==> config.mk <==
export PLATFORM = sky130hd
export DESIGN_NAME = pcie_tx_ctrl_fsm
export DESIGN_NICKNAME = d
export VERILOG_FILES = /design/src/rtl/pcie_tx_ctrl_fsm.sv
export SDC_FILE = /design/constraint.sdc
export NUM_CORES = 1
export LEC_CHECK = 0
export ABC_AREA = 1
export BUFFER_PORTS_ARGS = -buffer_cell sky130_fd_sc_hd__buf_4
export CORE_UTILIZATION = 45
export CTS_BUF_LIST = sky130_fd_sc_hd__clkbuf_16
export DETAILED_ROUTE_END_ITERATION = 8
export PLACE_DENSITY = 0.79
export SETUP_SLACK_MARGIN = 0.4
export SLEW_MARGIN = 20
export SYNTH_ARGS = -nofsm -noshare
export SYNTH_HDL_FRONTEND = slang
export SYNTH_SLANG_ARGS = --single-unit
==> constraint.sdc <==
create_clock -name clk -period 1.9 [get_ports clk]
set_clock_uncertainty 0.15 [all_clocks]
set_input_delay 0.38 -clock clk [delete_from_list [all_inputs] [get_ports clk]]
set_output_delay 0.38 -clock clk [all_outputs]
set_load 0.01 [all_outputs]
==> src/rtl/pcie_tx_ctrl_fsm.sv <==
// Purpose: transmission-layer control FSM; loads thresholds, supervises a FIFO bank, tracks error episodes.
// Latency: next_state/next_error are combinational; state, flags, thresholds and error info update one edge later.
// Backpressure: none; FIFO status and config are sampled every cycle, and err_clear is held off while errors persist.
//
// Ports:
//   clk, reset (sync, active-low), init (reconfigure request), err_clear (leave ERROR)
//   umbral_MFs/VCs/Ds        thresholds loaded while in INIT
//   FIFO_empties/errors      per-FIFO status; error_mask bit = 1 ignores that FIFO's error
//   present_state/next_state registered / combinational state code
//   init_out..error_out      Moore state flags; next_error = (next_state == ERROR)
//   umbral_*_out             loaded thresholds
//   error_src                sticky unmasked error sources of the current episode
//   error_count              ERROR entries, saturating
module pcie_tx_ctrl_fsm #(
  parameter int NUM_FIFOS = 5,
  parameter int U_MFS     = 4,
  parameter int U_VCS     = 4,
  parameter int U_DS      = 4,
  parameter int ERR_CNT_W = 4
) (
  input  logic                 clk,
  input  logic                 reset,
  input  logic                 init,
  input  logic                 err_clear,
  input  logic [U_MFS-1:0]     umbral_MFs,
  input  logic [U_VCS-1:0]     umbral_VCs,
  input  logic [U_DS-1:0]      umbral_Ds,
  input  logic [NUM_FIFOS-1:0] FIFO_empties,
  input  logic [NUM_FIFOS-1:0] FIFO_errors,
  input  logic [NUM_FIFOS-1:0] error_mask,
  output logic [2:0]           present_state,
  output logic [2:0]           next_state,
  output logic                 init_out,
  output logic                 idle_out,
  output logic                 active_out,
  output logic                 error_out,
  output logic                 next_error,
  output logic [U_MFS-1:0]     umbral_MFs_out,
  output logic [U_VCS-1:0]     umbral_VCs_out,
  output logic [U_DS-1:0]      umbral_Ds_out,
  output logic [NUM_FIFOS-1:0] error_src,
  output logic [ERR_CNT_W-1:0] error_count
);

  localparam logic [2:0] ST_RESET  = 3'd0;
  localparam logic [2:0] ST_INIT   = 3'd1;
  localparam logic [2:0] ST_IDLE   = 3'd2;
  localparam logic [2:0] ST_ACTIVE = 3'd3;
  localparam logic [2:0] ST_ERROR  = 3'd4;

  localparam logic [ERR_CNT_W-1:0] CNT_MAX = '1;
  localparam logic [ERR_CNT_W-1:0] CNT_ONE = {{(ERR_CNT_W-1){1'b0}}, 1'b1};

  logic [NUM_FIFOS-1:0] eff_err;
  logic                 any_err;
  logic                 thr_ok;
  logic                 all_empty;

  assign eff_err   = FIFO_errors & ~error_mask;
  assign any_err   = |eff_err;
  assign all_empty = &FIFO_empties;
  // Validation looks at the registered thresholds, so a new nonzero value
  // needs one INIT edge to be loaded before the exit to IDLE can happen.
  assign thr_ok    = (|umbral_MFs_out) && (|umbral_VCs_out) && (|umbral_Ds_out);

  // Priority in the operational states: error, then init, then normal rule.
  always_comb begin
    next_state = ST_RESET;
    if (reset) begin
      case (present_state)
        ST_RESET:  next_state = ST_INIT;
        ST_INIT: begin
          if (any_err)               next_state = ST_ERROR;
          else if (!init && thr_ok)  next_state = ST_IDLE;
          else                       next_state = ST_INIT;
        end
        ST_IDLE: begin
          if (any_err)               next_state = ST_ERROR;
          else if (init)             next_state = ST_INIT;
          else if (!all_empty)       next_state = ST_ACTIVE;
          else                       next_state = ST_IDLE;
        end
        ST_ACTIVE: begin
          if (any_err)               next_state = ST_ERROR;
          else if (init)             next_state = ST_INIT;
          else if (all_empty)        next_state = ST_IDLE;
          else                       next_state = ST_ACTIVE;
        end
        ST_ERROR: begin
          if (err_clear && !any_err) next_state = ST_INIT;
          else                       next_state = ST_ERROR;
        end
        default:                     next_state = ST_RESET;
      endcase
    end
  end

  assign next_error = (next_state == ST_ERROR);

  assign init_out   = (present_state == ST_INIT);
  assign idle_out   = (present_state == ST_IDLE);
  assign active_out = (present_state == ST_ACTIVE);
  assign error_out  = (present_state == ST_ERROR);

  always_ff @(posedge clk) begin
    if (!reset) begin
      present_state  <= ST_RESET;
      umbral_MFs_out <= '0;
      umbral_VCs_out <= '0;
      umbral_Ds_out  <= '0;
      error_src      <= '0;
      error_count    <= '0;
    end else begin
      present_state <= next_state;

      // Loading every INIT edge means an error during INIT freezes whatever
      // was captured up to and including the edge that leaves INIT.
      if (present_state == ST_INIT) begin
        umbral_MFs_out <= umbral_MFs;
        umbral_VCs_out <= umbral_VCs;
        umbral_Ds_out  <= umbral_Ds;
      end

      if (present_state == ST_ERROR) begin
        if (next_state == ST_INIT) error_src <= '0;
        else                       error_src <= error_src | eff_err;
      end else if (next_state == ST_ERROR) begin
        error_src <= eff_err;
        if (error_count != CNT_MAX) error_count <= error_count + CNT_ONE;
      end
    end
  end

endmodule

# [Word level (Yosys, flattened, before mapping)]
# Cells that the tools add are included.
[totals] wordCells=44 inputBits=31 reg_bits=24
[op_classes] add_sub_neg=1 reduce_logical=15 muxes=11 n_bitwise=4 n_eq_ne=7
[op_table] op="3-bit two-way mux" count=5
[op_table] op="5-bit two-way mux" count=3
[op_table] op="3-bit case mux with 4 select lines" count=1
[op_table] op="4-bit OR reduction" count=3
[op_table] op="3-bit by 1-bit equality test with 1-bit output (second input constant)" count=2
[op_table] op="3-bit by 2-bit equality test with 1-bit output (second input constant)" count=2
[op_table] op="3-bit equality test (second input constant)" count=2
[op_table] op="5-bit AND" count=1
[op_table] op="5-bit inverter" count=1
[op_table] op="5-bit bitwise OR" count=1
[op_table] op="5-bit AND reduction" count=1
[op_table] op="5-bit OR reduction" count=1
[op_table] op="4-bit by 1-bit adder with 4-bit output (second input constant)" count=1
[op_table] op="1-bit logical AND" count=4
[op_table] op="4-bit inequality test (second input constant)" count=1
[op_table] op="3-bit zero test" count=1
[op_table] op="3-bit AND reduction" count=1
[op_table] op="1-bit zero test" count=2
[op_table] op="2-bit two-way mux" count=1
[op_table] op="2-bit nonzero test" count=1
[op_table] op="2-bit OR reduction" count=1
[op_table] op="1-bit two-way mux" count=1
[op_table] op="1-bit inverter" count=1

# [Logic depth before layout (Yosys ltp)]
# Gate-level depths: netlist of run 1.
[logic_depth] word_depth=11 ltp_mapped=11

# [Worst setup path before layout of run 1]
# OpenSTA, ideal clock, no wires.
[synth_path] path_type="register -> output" start="register present_state[0]" end="output port next_state[0]" stages_incl_launch_ff=9 slack_ps=73 arrival_time_ps=1297 path_cell_list="dfxtp_1 > inv_1 > nor3_2 > inv_1 > nor2_1 > o21ai_0 > nand2_1 > nor2_1 > nor2_1"
[synth_rtl] item="start: declaration" line="31" text="output logic [2:0] present_state,"
[synth_rtl] item="start signal: assignment" line="114" text="present_state <= next_state;"
[synth_rtl] item="3-bit by 1-bit equality test with 1-bit output"
[synth_rtl] item="via init_out" line="33" text="output logic init_out,"
[synth_rtl] item="3-bit case mux with 4 select lines" line="70" text="case (present_state)"
[synth_rtl] item="3-bit two-way mux" line="69" text="if (reset) begin"
[synth_rtl] item="end: declaration" line="32" text="output logic [2:0] next_state,"
# The timed path passes the listed nets, and every way through them passes these cells.

# [Worst setup path in the final report of run 1]
[layout_path] start="register umbral_VCs_out[1]" end="output port next_state[0]"
[layout_between] elab_chain_cells=8
[layout_rtl] item="start: declaration" line="39" text="output logic [U_VCS-1:0] umbral_VCs_out,"
[layout_rtl] item="start signal: assignment" line="120" text="umbral_VCs_out <= umbral_VCs;"
[layout_rtl] item="4-bit OR reduction" line="64" text="assign thr_ok = (|umbral_MFs_out) && (|umbral_VCs_out) && (|umbral_Ds_out);"
[layout_rtl] item="1-bit logical AND (2 in series)" line="64"
[layout_rtl] item="1-bit logical AND" line="74" text="else if (!init && thr_ok) next_state = ST_IDLE;"
[layout_rtl] item="2-bit two-way mux" line="74"
[layout_rtl] item="3-bit two-way mux" line="73" text="if (any_err) next_state = ST_ERROR;"
[layout_rtl] item="3-bit case mux with 4 select lines" line="70"
[layout_rtl] item="3-bit two-way mux" line="69"
# Every way passes these cells.

==> results by group, run 1 <==
Outcome
  • Status: complete, but fails checks
  • Failing checks: negative setup slack

Hold path
  • Hold Crit Class: primary input to flip-flop
  • Hold Startpoint: umbral_Ds[3]
  • Min-Delay Endpoint: umbral_Ds_out[3]
  • Hold path cells: 3

Logic synthesis
  • Most used DFF post-synth: dfxtp_1
  • Flops & latches, synth: 24
  • Sequential fraction of the synthesis area: 0.382
  • Yosys warns: 0
  • Synth Cell Area: 0.00126 mm^2
  • Yosys cell types: 23
  • Syn_area_per_cell: 6.48 um^2
  • Post-Synthesis Cells: 194
  • Post-synth ARST share: 0
  • Syn nets: 226
  • Number of synthesized flops with an enable pin: 0

Drt
  • Met2 WL: 3110 um
  • Routed Antenna Nets: 0
  • Routed WL: 6270 um
  • DRC: 0
  • First drt pass iteration count: 5
  • WL met1: between 2000 and 2500 um
  • Wire length per cell: 19.9 um
  • Highest routed layer: met4
  • Vias: around 1800
  • Initial DRC Count: 119
  • Metal3 WL: 620 um
  • Vias per cell: roughly 5.8

Critical path
  • Critical path origin: umbral_VCs_out[1]
  • WS Path Type: flip-flop to output port
  • CP required: 1.37 ns
  • Crit start category: flip-flop
  • R2R cell count: 10
  • Worst Path Max Fanout: 2
  • CP Capture Type: output port
  • Reg2reg setup slack: -0.01 ns
  • Critical R2R Capture: umbral_VCs_out[2]
  • Reg-to-reg startpoint: present_state[1]
  • Worst Path Arrival: 1.64 ns

Floorplanning
  • Core area: 0.00257 mm^2
  • Die area: 0.00301 mm^2
  • Cell Rows: 18
  • Io pins: between 60 and 70
  • Starting density of the core: 0.490
  • Die width: roughly 55 um
  • Die height: 54.9 um

GRT
  • First-pass GRT wire length: 6400 um
  • Initial antenna violation count: 0
  • Largest net degree at the start of global routing: 25
  • GRT Util Overall: 0.309
  • Vias in the first global route: around 1400
  • Total grt overflow: 0

Finish
  • Core occupancy in the finished layout: 0.946
  • Layout cells sized above 1: 0.589
  • Finished layout cell area: roughly 0.0024 mm^2
  • Fin cells: ~320
  • Ant diodes: 0
  • Area growth, synth to finish: 93.2%
  • Filler cells: 80
  • NumNets Final: 318

Timing
  • Count of final setup violators: 6
  • Final hold viol count: 0
  • Max-slew violation count: 0
  • Setup ws final: -0.267 ns
  • FMAX: approximately 460 MHz
  • Fin crit share: 1.14
  • Slew @ Worst Pin: 0.277 ns
  • Final worst path period need: 2.17 ns
  • Unrepaired setup endpoints after global routing: true
  • Max-slew headroom: 0.815

Clock network
  • TritonCTS clock tree: done
  • Clock transition at path regs: 0.07 ns
  • H-tree levels: 1
  • Clock sink count: 24
  • CTS Buffer Depth: 2
  • Num CTS Buffers: 3
  • Skew-Pair Late Insertion Delay: 0.27 ns
  • CTS Hold Bufs: 0
  • Root Buffer: clkbuf_16

Placed design
  • Dpl hpwl: 2310 um
  • RePlAce Congestion: around 0.84
  • Area after DPL: 0.00186 mm^2
  • Pre-CTS setup slack: -0.0103 ns
  • PortBufs: 62
  • Placed cells: 289

Power
  • Worst VDD drop: 0.872 mV
  • Power Dens Cells: 808 mW/mm^2
  • Lkg Pwr: between 1 and 1.5 nW

Run
  • Number of max-cap violations: 0
-- power breakdown --
part	leakage (nW)	internal, mW	switching [mW]	total (mW)
clock network	0.0423	0.282	0.195	0.477
logic	0.962	0.400	0.460	0.860
registers	0.201	0.571	0.0571	0.628
total	1.20	1.25	0.712	1.96
-- worst max-delay path, cell delays in order (launching register included) --
cell     delay [ns]
dfxtp_1        0.36
inv_1          0.08
nand4_1        0.14
nand3_2        0.15
o21ai_1        0.19
nand2_1        0.11
nor2_2         0.14
nor2_2         0.06
buf_4          0.14
-- placed cells by master, fill, tap and decap left out, drive strengths merged, types with 4 or more instances in the layout --
cell type / instances
o21ai: 20
nand4: 7
nand2: 38
clkbuf: 4
buf: 91
nor2: 19
inv: 45
nand3: 13
dfxtp: 24
a21oi: 19
-- cell usage after synthesis, types with 2 or more instances --
library cell  instances  share of area
nand2_1              37           0.11
o21ai_1               4          0.016
dfxtp_1              24           0.38
inv_1                39           0.12
a21oi_1              19          0.076
inv_2                 5          0.015
clkbuf_1              2         0.0060
nand4_1               7          0.035
nand3_1              12          0.048
o21ai_0              15          0.060
nor2_1               18          0.054
-- per-stage QoR --
stage	hold WS, ns	total power, mW	TNS, ns
after floorplan	0.337	0.911	0
after global placement	0.309	1.14	0
after detailed placement	0.309	1.14	-0.0103
after CTS	0.251	1.70	0
after global routing	0.245	2.05	-1.01
final	0.229	1.96	-0.493
-- flip-flops by register name, indices dropped and copies added, names as in the netlist --
name / count
umbral_MFs_out: 4
umbral_Ds_out: 4
present_state: 3
umbral_VCs_out: 4
error_src: 5
error_count: 4
-- kinds of logic (layout without fill, tap and decap cells) --
group                      Yosys count  count (layout)  synth area share
and+or+nand+nor                     78              78             0.277
AOI/OAI and AO/OA                   40              40             0.164
xor gates and xnor gates             2               2            0.0139
adders and majority gates            1               1           0.00995
buffers and inverters               49             140             0.153
DFF                                 24              24             0.382
-- layer usage --
layer / up-vias / global-route usage
met4: 0 / 0.137
li1: 792 / -
met5: - / 0
met3: 47 / 0.0861
met1: 842 / 0.334
met2: 156 / 0.552
-- worst max-delay path by stage --
stage	slack, ns	cells past startpoint	endpoint
6_report	-0.27	8	next_state[0]
5_1_grt	-0.37	8	next_state[0]
4_1_cts	0.001	9	next_state[0]
3_5_place_dp	-0.01	12	next_state[0]
3_3_place_gp	0.01	12	next_state[0]
2_1_floorplan	0.20	8	next_state[0]
-- cell type report --
cell class,count,area (um^2),area share
multi-input combinational,121,846,0.348
timing repair buffer,92,777,0.320
sequential,24,498,0.205
inverter,44,193,0.0793
clock buffer,3,75.1,0.0309
tap,30,37.5,0.0154
clock inverter,1,3.75,0.00154
-- what timing repair did --
item,in CTS,in global routing
pin swaps,18,19
gates cloned,0,1
buffers inserted,14,7
setup endpoints to repair,12,32
endpoints found under the hold margin,0,0
gates resized for setup,24,76
No activity file was read; power rests on OpenSTA's default activity.
==> inputs of run 2 (changes only) <==
--- a/config.mk
+++ b/config.mk
@@ -6,5 +6,4 @@
 export NUM_CORES = 1
 export LEC_CHECK = 0
-export ABC_AREA = 1
 export BUFFER_PORTS_ARGS = -buffer_cell sky130_fd_sc_hd__buf_4
 export CORE_UTILIZATION = 45
--- a/constraint.sdc
+++ b/constraint.sdc
@@ -3,3 +3,3 @@
 set_input_delay 0.38 -clock clk [delete_from_list [all_inputs] [get_ports clk]]
 set_output_delay 0.38 -clock clk [all_outputs]
-set_load 0.01 [all_outputs]
+set_load 0.005 [all_outputs]
==> run 2 against run 1 <==
  * The run still ends with negative setup slack left
  * Critical endpoint unchanged
  * Clock power fell by 2%
  * Sequential share of layout area grew 2.9 points
  * Power grew 42%
  * Core utilization shrank 8.4 points
  * Maximum frequency fell by 0.44%
==> results by group, run 2 <==
Outcome
  • Status: complete, but fails checks
  • Failing checks: negative setup slack

Critical path
  • Slowest CP cell: dfxtp_4
  • CP Capture Type: output port
  • Crit start category: flip-flop
  • Critical R2R Capture: umbral_Ds_out[2]
  • CP required: 1.37 ns (about the same)
  • Critical path cell sequence: nand2b_2 -> nor3_1 -> o32a_1 -> buf_4
  • Reg-to-reg startpoint: present_state[0]
  • CP max stage delay: 0.39 ns (+0.03 ns)
  • Worst Path Max Fanout: 10 (+8)
  • Reg2reg setup slack: 0.19 ns (+0.20 ns)
  • Worst Path Arrival: 1.65 ns (about the same)
  • WS Path Type: flip-flop to output port
  • R2R cell count: 7 (-3)

Logic synthesis
  • Syn nets: 177 (-22%)
  • Post-Synthesis Cells: 145 (-25%)
  • Top cells by area, synth: dfxtp_1 38%, a21boi_2 8.1%, nand2_1 7.8%
  • Most common cell in the netlist: nand2_1
  • Number of synthesized flops with an enable pin: 0 (unchanged)
  • Synth cell count leaders: 26 x nand2_1, 24 x dfxtp_1, 9 x a21boi_2
  • Most used DFF post-synth: dfxtp_1
  • Post-synth ARST share: 0 (unchanged)
  • Yosys warns: 0 (unchanged)
  • Top-area cell type share of the netlist area: 0.382 (unchanged)
  • Yosys cell types: 35 (+52%)
  • Sequential fraction of the synthesis area: 0.382 (unchanged)
  • Synth area leader: dfxtp_1
  • Flops & latches, synth: 24 (unchanged)
  • Syn_area_per_cell: 8.67 um^2 (+34%)
  • Synth Cell Area: 0.00126 mm^2 (unchanged)

Timing
  • Unrepaired setup endpoints after global routing: true
  • Final hold viol count: 0 (unchanged)
  • Final TNS setup: -0.656 ns (-0.163 ns)
  • Count of final setup violators: 5 (-1)
  • Fin crit share: 1.15 (+0.00499)
  • Slew @ Worst Pin: 0.465 ns (+0.188 ns)
  • Setup ws final: -0.276 ns (-0.00948 ns)
  • Max-slew violation count: 0 (unchanged)
  • Final worst path period need: 2.18 ns (+0.00948 ns)
  • Max-slew headroom: 0.688 (-0.127)
  • Worst hold margin: 0.200 ns (-0.0291 ns)
  • FMAX: 460 MHz (-0.44%)

Hold path
  • Min-Delay Endpoint: umbral_VCs_out[3]
  • Hold path cells: 3 (unchanged)
  • Hold Startpoint: umbral_VCs[3]
  • Hold Crit Class: primary input to flip-flop

Finish
  • Multi-input gate area: 838 um^2 (-0.89%)
  • Commonest non-fill, non-tap cell in the layout: buf_4
  • Largest register by flop count: error_src
  • Layout cells sized above 1: 0.615 (+0.0252)
  • Area growth, synth to finish: 76.0%
  • Storage cell area: 517 um^2 (+3.8%)
  • Core occupancy in the finished layout: 0.862 (-0.0843)
  • Most frequent cells in the layout: 86 x buf_4, 25 x nand2_1, 10 x a21boi_2
  • Filler cells: 135 (+69%)
  • Max FFs per register: 5 (unchanged)
  • NumNets Final: 264 (-17%)
  • Ant diodes: 0 (unchanged)
  • Fin cells: 261 (-17%)

Run
  • Number of max-cap violations: 0 (unchanged)

Clock network
  • H-tree levels: 1 (unchanged)
  • Root Buffer: clkbuf_16
  • TritonCTS clock tree: done
  • Num CTS Buffers: 3 (unchanged)
  • Clock transition at path regs: 0.06 ns (about the same)
  • Skew-Pair Late Insertion Delay: 0.26 ns (about the same)
  • CTS Hold Bufs: 0 (unchanged)
  • CTS Buffer Depth: 2 (unchanged)
  • Clock sink count: 24 (unchanged)

Power
  • Power Dens Cells: 1260 mW/mm^2 (+56%)
  • Worst VDD drop: 1.39 mV (+60%)
  • Lkg Pwr: 0.979 nW (-19%)

GRT
  • GRT Util Overall: 0.309 (about the same)
  • Vias in the first global route: 1371 (-4.0%)
  • Largest net degree at the start of global routing: 22 (-12%)
  • Initial antenna violation count: 0 (unchanged)
  • Total grt overflow: 0 (unchanged)
  • First-pass GRT wire length: 6380 um (-0.22%)

Floorplanning
  • Cell Rows: 18 (unchanged)
  • Die height: 54.9 um (unchanged)
  • Die width: 54.9 um (unchanged)
  • Io pins: 63 (unchanged)
  • Core area: 0.00257 mm^2 (unchanged)
  • Die area: 0.00301 mm^2 (unchanged)
  • Starting density of the core: 0.490 (unchanged)

Placed design
  • Placed cells: 243 (-16%)
  • PortBufs: 62 (unchanged)
  • RePlAce Congestion: 0.779 (-7.4%)
  • Dpl hpwl: 2780 um (+20%)

Drt
  • First drt pass iteration count: 4 (-1)
  • Routed Antenna Nets: 0 (unchanged)
  • Routed WL: 4710 um (-25%)
  • DRC: 0 (unchanged)
  • Initial DRC Count: 65 (-45%)
  • Vias: 1536 (-16%)
  • Vias per cell: 5.89 (+0.91%)
  • Wire length per cell: 18.1 um (-9.2%)
-- run 2: changes by cell type after synthesis, moves of 5 or more --
cell      change
a21boi_2      +9
a21oi_1      -19
o22ai_1       +5
nand2b_1      +8
o21ai_0      -10
nor2_1       -13
nand3_1      -12
nor4_1        +6
nand2_1      -11
a21boi_0      +6
inv_1        -36
-- run 2: cells by family after synthesis --
group,synth area share
muxes,0.0318
AOI/OAI and AO/OA,0.236
DFF,0.382
adders and majority gates,0.00995
and+or+nand+nor,0.263
buffers and inverters,0.0706
xor gates and xnor gates,0.00697
-- run 2: per-layer routing --
layer / routed length (um) / vias to the layer above / track usage
li1: - / 696 / -
met2: 2400 / 89 / 0.530
met4: 140 / 0 / 0.158
met3: 307 / 18 / 0.0583
met1: 1860 / 733 / 0.360
met5: 0 / - / 0
-- run 2: where the power goes --
group          switching, mW  leakage, nW  internal (mW)  total, mW
combinational          0.666        0.737          0.834       1.50
clock                  0.186       0.0385          0.282      0.468
sequential             0.170        0.204          0.655      0.825
total                   1.02        0.979           1.77       2.79
-- run 2: worst max-delay path: cells and delay by family, from the launching register on --
kind	cells	cell delay [ns]
flops	1	0.39
simple gates	2	0.65
compound gates	1	0.24
buf+inv	1	0.10
-- run 2: worst max path at each step --
stage / end / depth (start not counted) / start
floorplan: next_state[0] / 4 / umbral_Ds_out[0]
global placement: next_state[1] / 6 / umbral_Ds_out[0]
detailed placement: next_state[1] / 6 / umbral_Ds_out[0]
CTS: next_state[0] / 6 / umbral_Ds_out[3]
global route: next_state[0] / 6 / umbral_Ds_out[2]
finish: next_state[0] / 4 / present_state[2]
-- run 2: through the flow --
stage | setup slack (ns) | power [mW] | instance area (um^2)
floorplan | 0.203 | 1.40 | 1290
global placement | -0.0522 | 1.73 | 1830
detailed placement | -0.102 | 1.76 | 1830
CTS | -0.156 | 2.57 | 2100
global route | -0.241 | 2.92 | 2210
finish | -0.276 | 2.79 | 2210
-- run 2: layout make-up --
cell class                 instances  area share
clock buffer                       3      0.0339
clock inverter                     1     0.00170
sequential                        24       0.233
inverter                           5      0.0119
timing repair buffer              90       0.323
tap                               30      0.0170
multi-input combinational        108       0.379
-- run 2: timing repair --
item / CTS / global route
buffers inserted: 7 / 6
gates cloned: 1 / 0
resized for setup: 25 / 21
endpoints found under the setup margin: 24 / 30
pin swaps: 11 / 11
==> inputs of run 3 (changes only) <==
==> constraint.sdc (replaced) <==
create_clock -name clk -period 1.9 [get_ports clk]
set_clock_uncertainty 0.15 [all_clocks]
set_input_delay 0.095 -clock clk [delete_from_list [all_inputs] [get_ports clk]]
set_output_delay 0.095 -clock clk [all_outputs]
set_load 0.005 [all_outputs]
==> run 3 against run 2 <==
  * The run now ends clean
  * Via count rose by 4.5%
  * Critical path depth rose by 2
  * First-iteration DRC count fell by 7.7%
  * Core utilization rose by 6.8 points
  * Setup slack improved by 0.29 ns
  * Power rose by 14%
  * Sequential power fell by 0.5%
  * Design area rose by 7.9%
  * Hold slack got worse by 0.14 ns
  * Non-clock buffer count rose by 11
  * Routed wire length rose by 23%
  * Clock-buffer cell count did not move
==> results by group, run 3 (synthesized netlist as in run 2, its figures left out) <==
Outcome
  • Status: finished, final reports clean

GRT
  • Met1 GRT Util: 0.320 (-0.0399)
  • GRT Util Overall: 0.289 (-0.0200)
  • Largest net degree at the start of global routing: 28 (+27%)
  • Gr busiest metal: met2
  • Initial antenna violation count: 0 (unchanged)
  • Total grt overflow: 0 (unchanged)
  • GR Util met2: 0.540 (+0.0100)
  • First-pass GRT wire length: 6110 um (-4.2%)
  • Vias in the first global route: 1366 (-0.36%)
  • GR Util met3: 0.0806 (+0.0222)

Run
  • Number of max-cap violations: 0 (unchanged)

Timing
  • Max-slew violation count: 0 (unchanged)
  • Worst hold margin: 0.0564 ns (-0.143 ns)
  • Fin crit share: 0.992 (-0.153)
  • Slew @ Worst Pin: 0.444 ns (-0.0206 ns)
  • Final hold viol count: 0 (unchanged)
  • Max-slew headroom: 0.702 (+0.0138)
  • Final worst path period need: 1.89 ns (-0.290 ns)
  • Unrepaired setup endpoints after global routing: true
  • Count of final setup violators: 0 (-5)
  • FMAX: 530 MHz (+15%)

Floorplanning
  • Cell Rows: 18 (unchanged)
  • Die height: 54.9 um (unchanged)
  • Die area: 0.00301 mm^2 (unchanged)
  • Core area: 0.00257 mm^2 (unchanged)
  • Io pins: 63 (unchanged)
  • Starting density of the core: 0.490 (unchanged)
  • Die width: 54.9 um (unchanged)

Critical path
  • Reg-to-reg startpoint: present_state[0]
  • CP Capture Type: output port
  • Crit start category: flip-flop
  • CP required: 1.65 ns (+0.28 ns)
  • Worst Path Max Fanout: 2 (-8)
  • Critical path origin: umbral_Ds_out[2]
  • WS Path Type: flip-flop to output port
  • Worst Path Arrival: 1.64 ns (about the same)

Finish
  • Commonest non-fill, non-tap cell in the layout: buf_4
  • Most frequent cells in the layout: 81 x buf_4, 17 x nand2_1, 13 x nand2_2
  • Ant diodes: 0 (unchanged)
  • Max FFs per register: 5 (unchanged)
  • Largest register by flop count: error_src
  • NumNets Final: 275 (+4.2%)
  • Area growth, synth to finish: 89.9%
  • Fin cells: 272 (+4.2%)
  • Finished layout cell area: 0.00239 mm^2 (+7.9%)
  • Filler cells: 92 (-32%)
  • Layout cells sized above 1: 0.628 (+0.0134)

Clock network
  • Clock sink count: 24 (unchanged)
  • CTS Buffer Depth: 2 (unchanged)
  • Num CTS Buffers: 3 (unchanged)
  • H-tree levels: 1 (unchanged)
  • TritonCTS clock tree: done
  • Skew-Pair Late Insertion Delay: 0.26 ns (about the same)
  • Root Buffer: clkbuf_16
  • Clock transition at path regs: 0.07 ns (about the same)

Power
  • Worst VDD drop: 1.36 mV (-2.4%)
  • Lkg Pwr: 1.04 nW (+6.6%)
  • Power Dens Cells: 1330 mW/mm^2 (+5.6%)
  • Power Total: 3.18 mW (+14%)

Placed design
  • Placed cells: 230 (-5.3%)
  • RePlAce Congestion: 0.843 (+8.1%)
  • PortBufs: 62 (unchanged)
  • Dpl hpwl: 2520 um (-9.3%)
  • Area after DPL: 0.00170 mm^2 (-6.8%)

Hold path
  • Hold Startpoint: FIFO_errors[4]
  • Hold Crit Class: primary input to flip-flop

Drt
  • Routed Antenna Nets: 0 (unchanged)
  • Vias per cell: 5.90 (+0.27%)
  • DRC: 0 (unchanged)
  • Wire length per cell: 21.3 um (+18%)
  • First drt pass iteration count: 4 (unchanged)
  • Vias: 1605 (+4.5%)
  • Routed WL: 5800 um (+23%)
  • Initial DRC Count: 60 (-7.7%)
==> run 3: changes by cell type in the layout (fill, tap and decap cells not counted), sizes merged <==
cell and delta:
buf -1, bufbuf -1, bufinv +1, clkbuf +1
dlygate4sd3 +12, inv -1
==> run 3: cell type report <==
type | count | area [um^2] | share of cell area
well taps | 30 | 37.5 | 0.0157
clock buffers | 3 | 75.1 | 0.0314
inverters | 5 | 31.3 | 0.0131
clock inverters | 1 | 30.0 | 0.0126
multi-input cells | 108 | 883 | 0.370
repair buffers | 101 | 821 | 0.344
flip-flops and latches | 24 | 509 | 0.213
==> run 3: final timing paths <==
| check | slack [ns] | depth (start not counted) | to |
|---|---|---|---|
| worst max-delay path | 0.01 | 6 | next_state[1] |
| worst min-delay path | 0.06 | 3 | error_src[4] |
| worst max register to register | 0.31 | 7 | umbral_MFs_out[3] |
| worst min register to register | 0.34 | 2 | umbral_VCs_out[0] |
==> run 3: layer usage <==
| metal | routed length (um) | vias up |
|---|---|---|
| met1 | 2080 | 766 |
| met4 | 221 | 0 |
| met3 | 465 | 24 |
| met2 | 3030 | 99 |
| li1 | - | 716 |
| met5 | 0 | - |
==> run 3: timing repair <==
item                                    CTS  global route
setup buffers                            13            13
pin swaps                                 7            17
hold buffers                             12             0
hold endpoints to repair                 12             0
endpoints found under the setup margin   26            28
resized for setup                        29            46
==> run 3: critical path: stages (launching register included) <==
cell	delay [ns]
dfxtp_2	0.38
nor4_4	0.07
nor4_4	0.30
buf_4	0.17
a31oi_4	0.09
nor4_2	0.19
buf_4	0.17
==> run 3: power breakdown <==
part,switching [mW],total [mW],internal (mW)
clock network,0.196,0.616,0.419
logic,0.821,1.74,0.921
registers,0.173,0.821,0.649
==> run 3: stage by stage <==
stage,setup WS [ns],setup TNS [ns],utilization
global route,-0.0610,-0.0785,0.930
detailed placement,0.285,0,0.664
floorplan,0.405,0,-
finish,0.0144,0,0.930
CTS,0.102,0,0.826
global placement,0.317,0,0.664
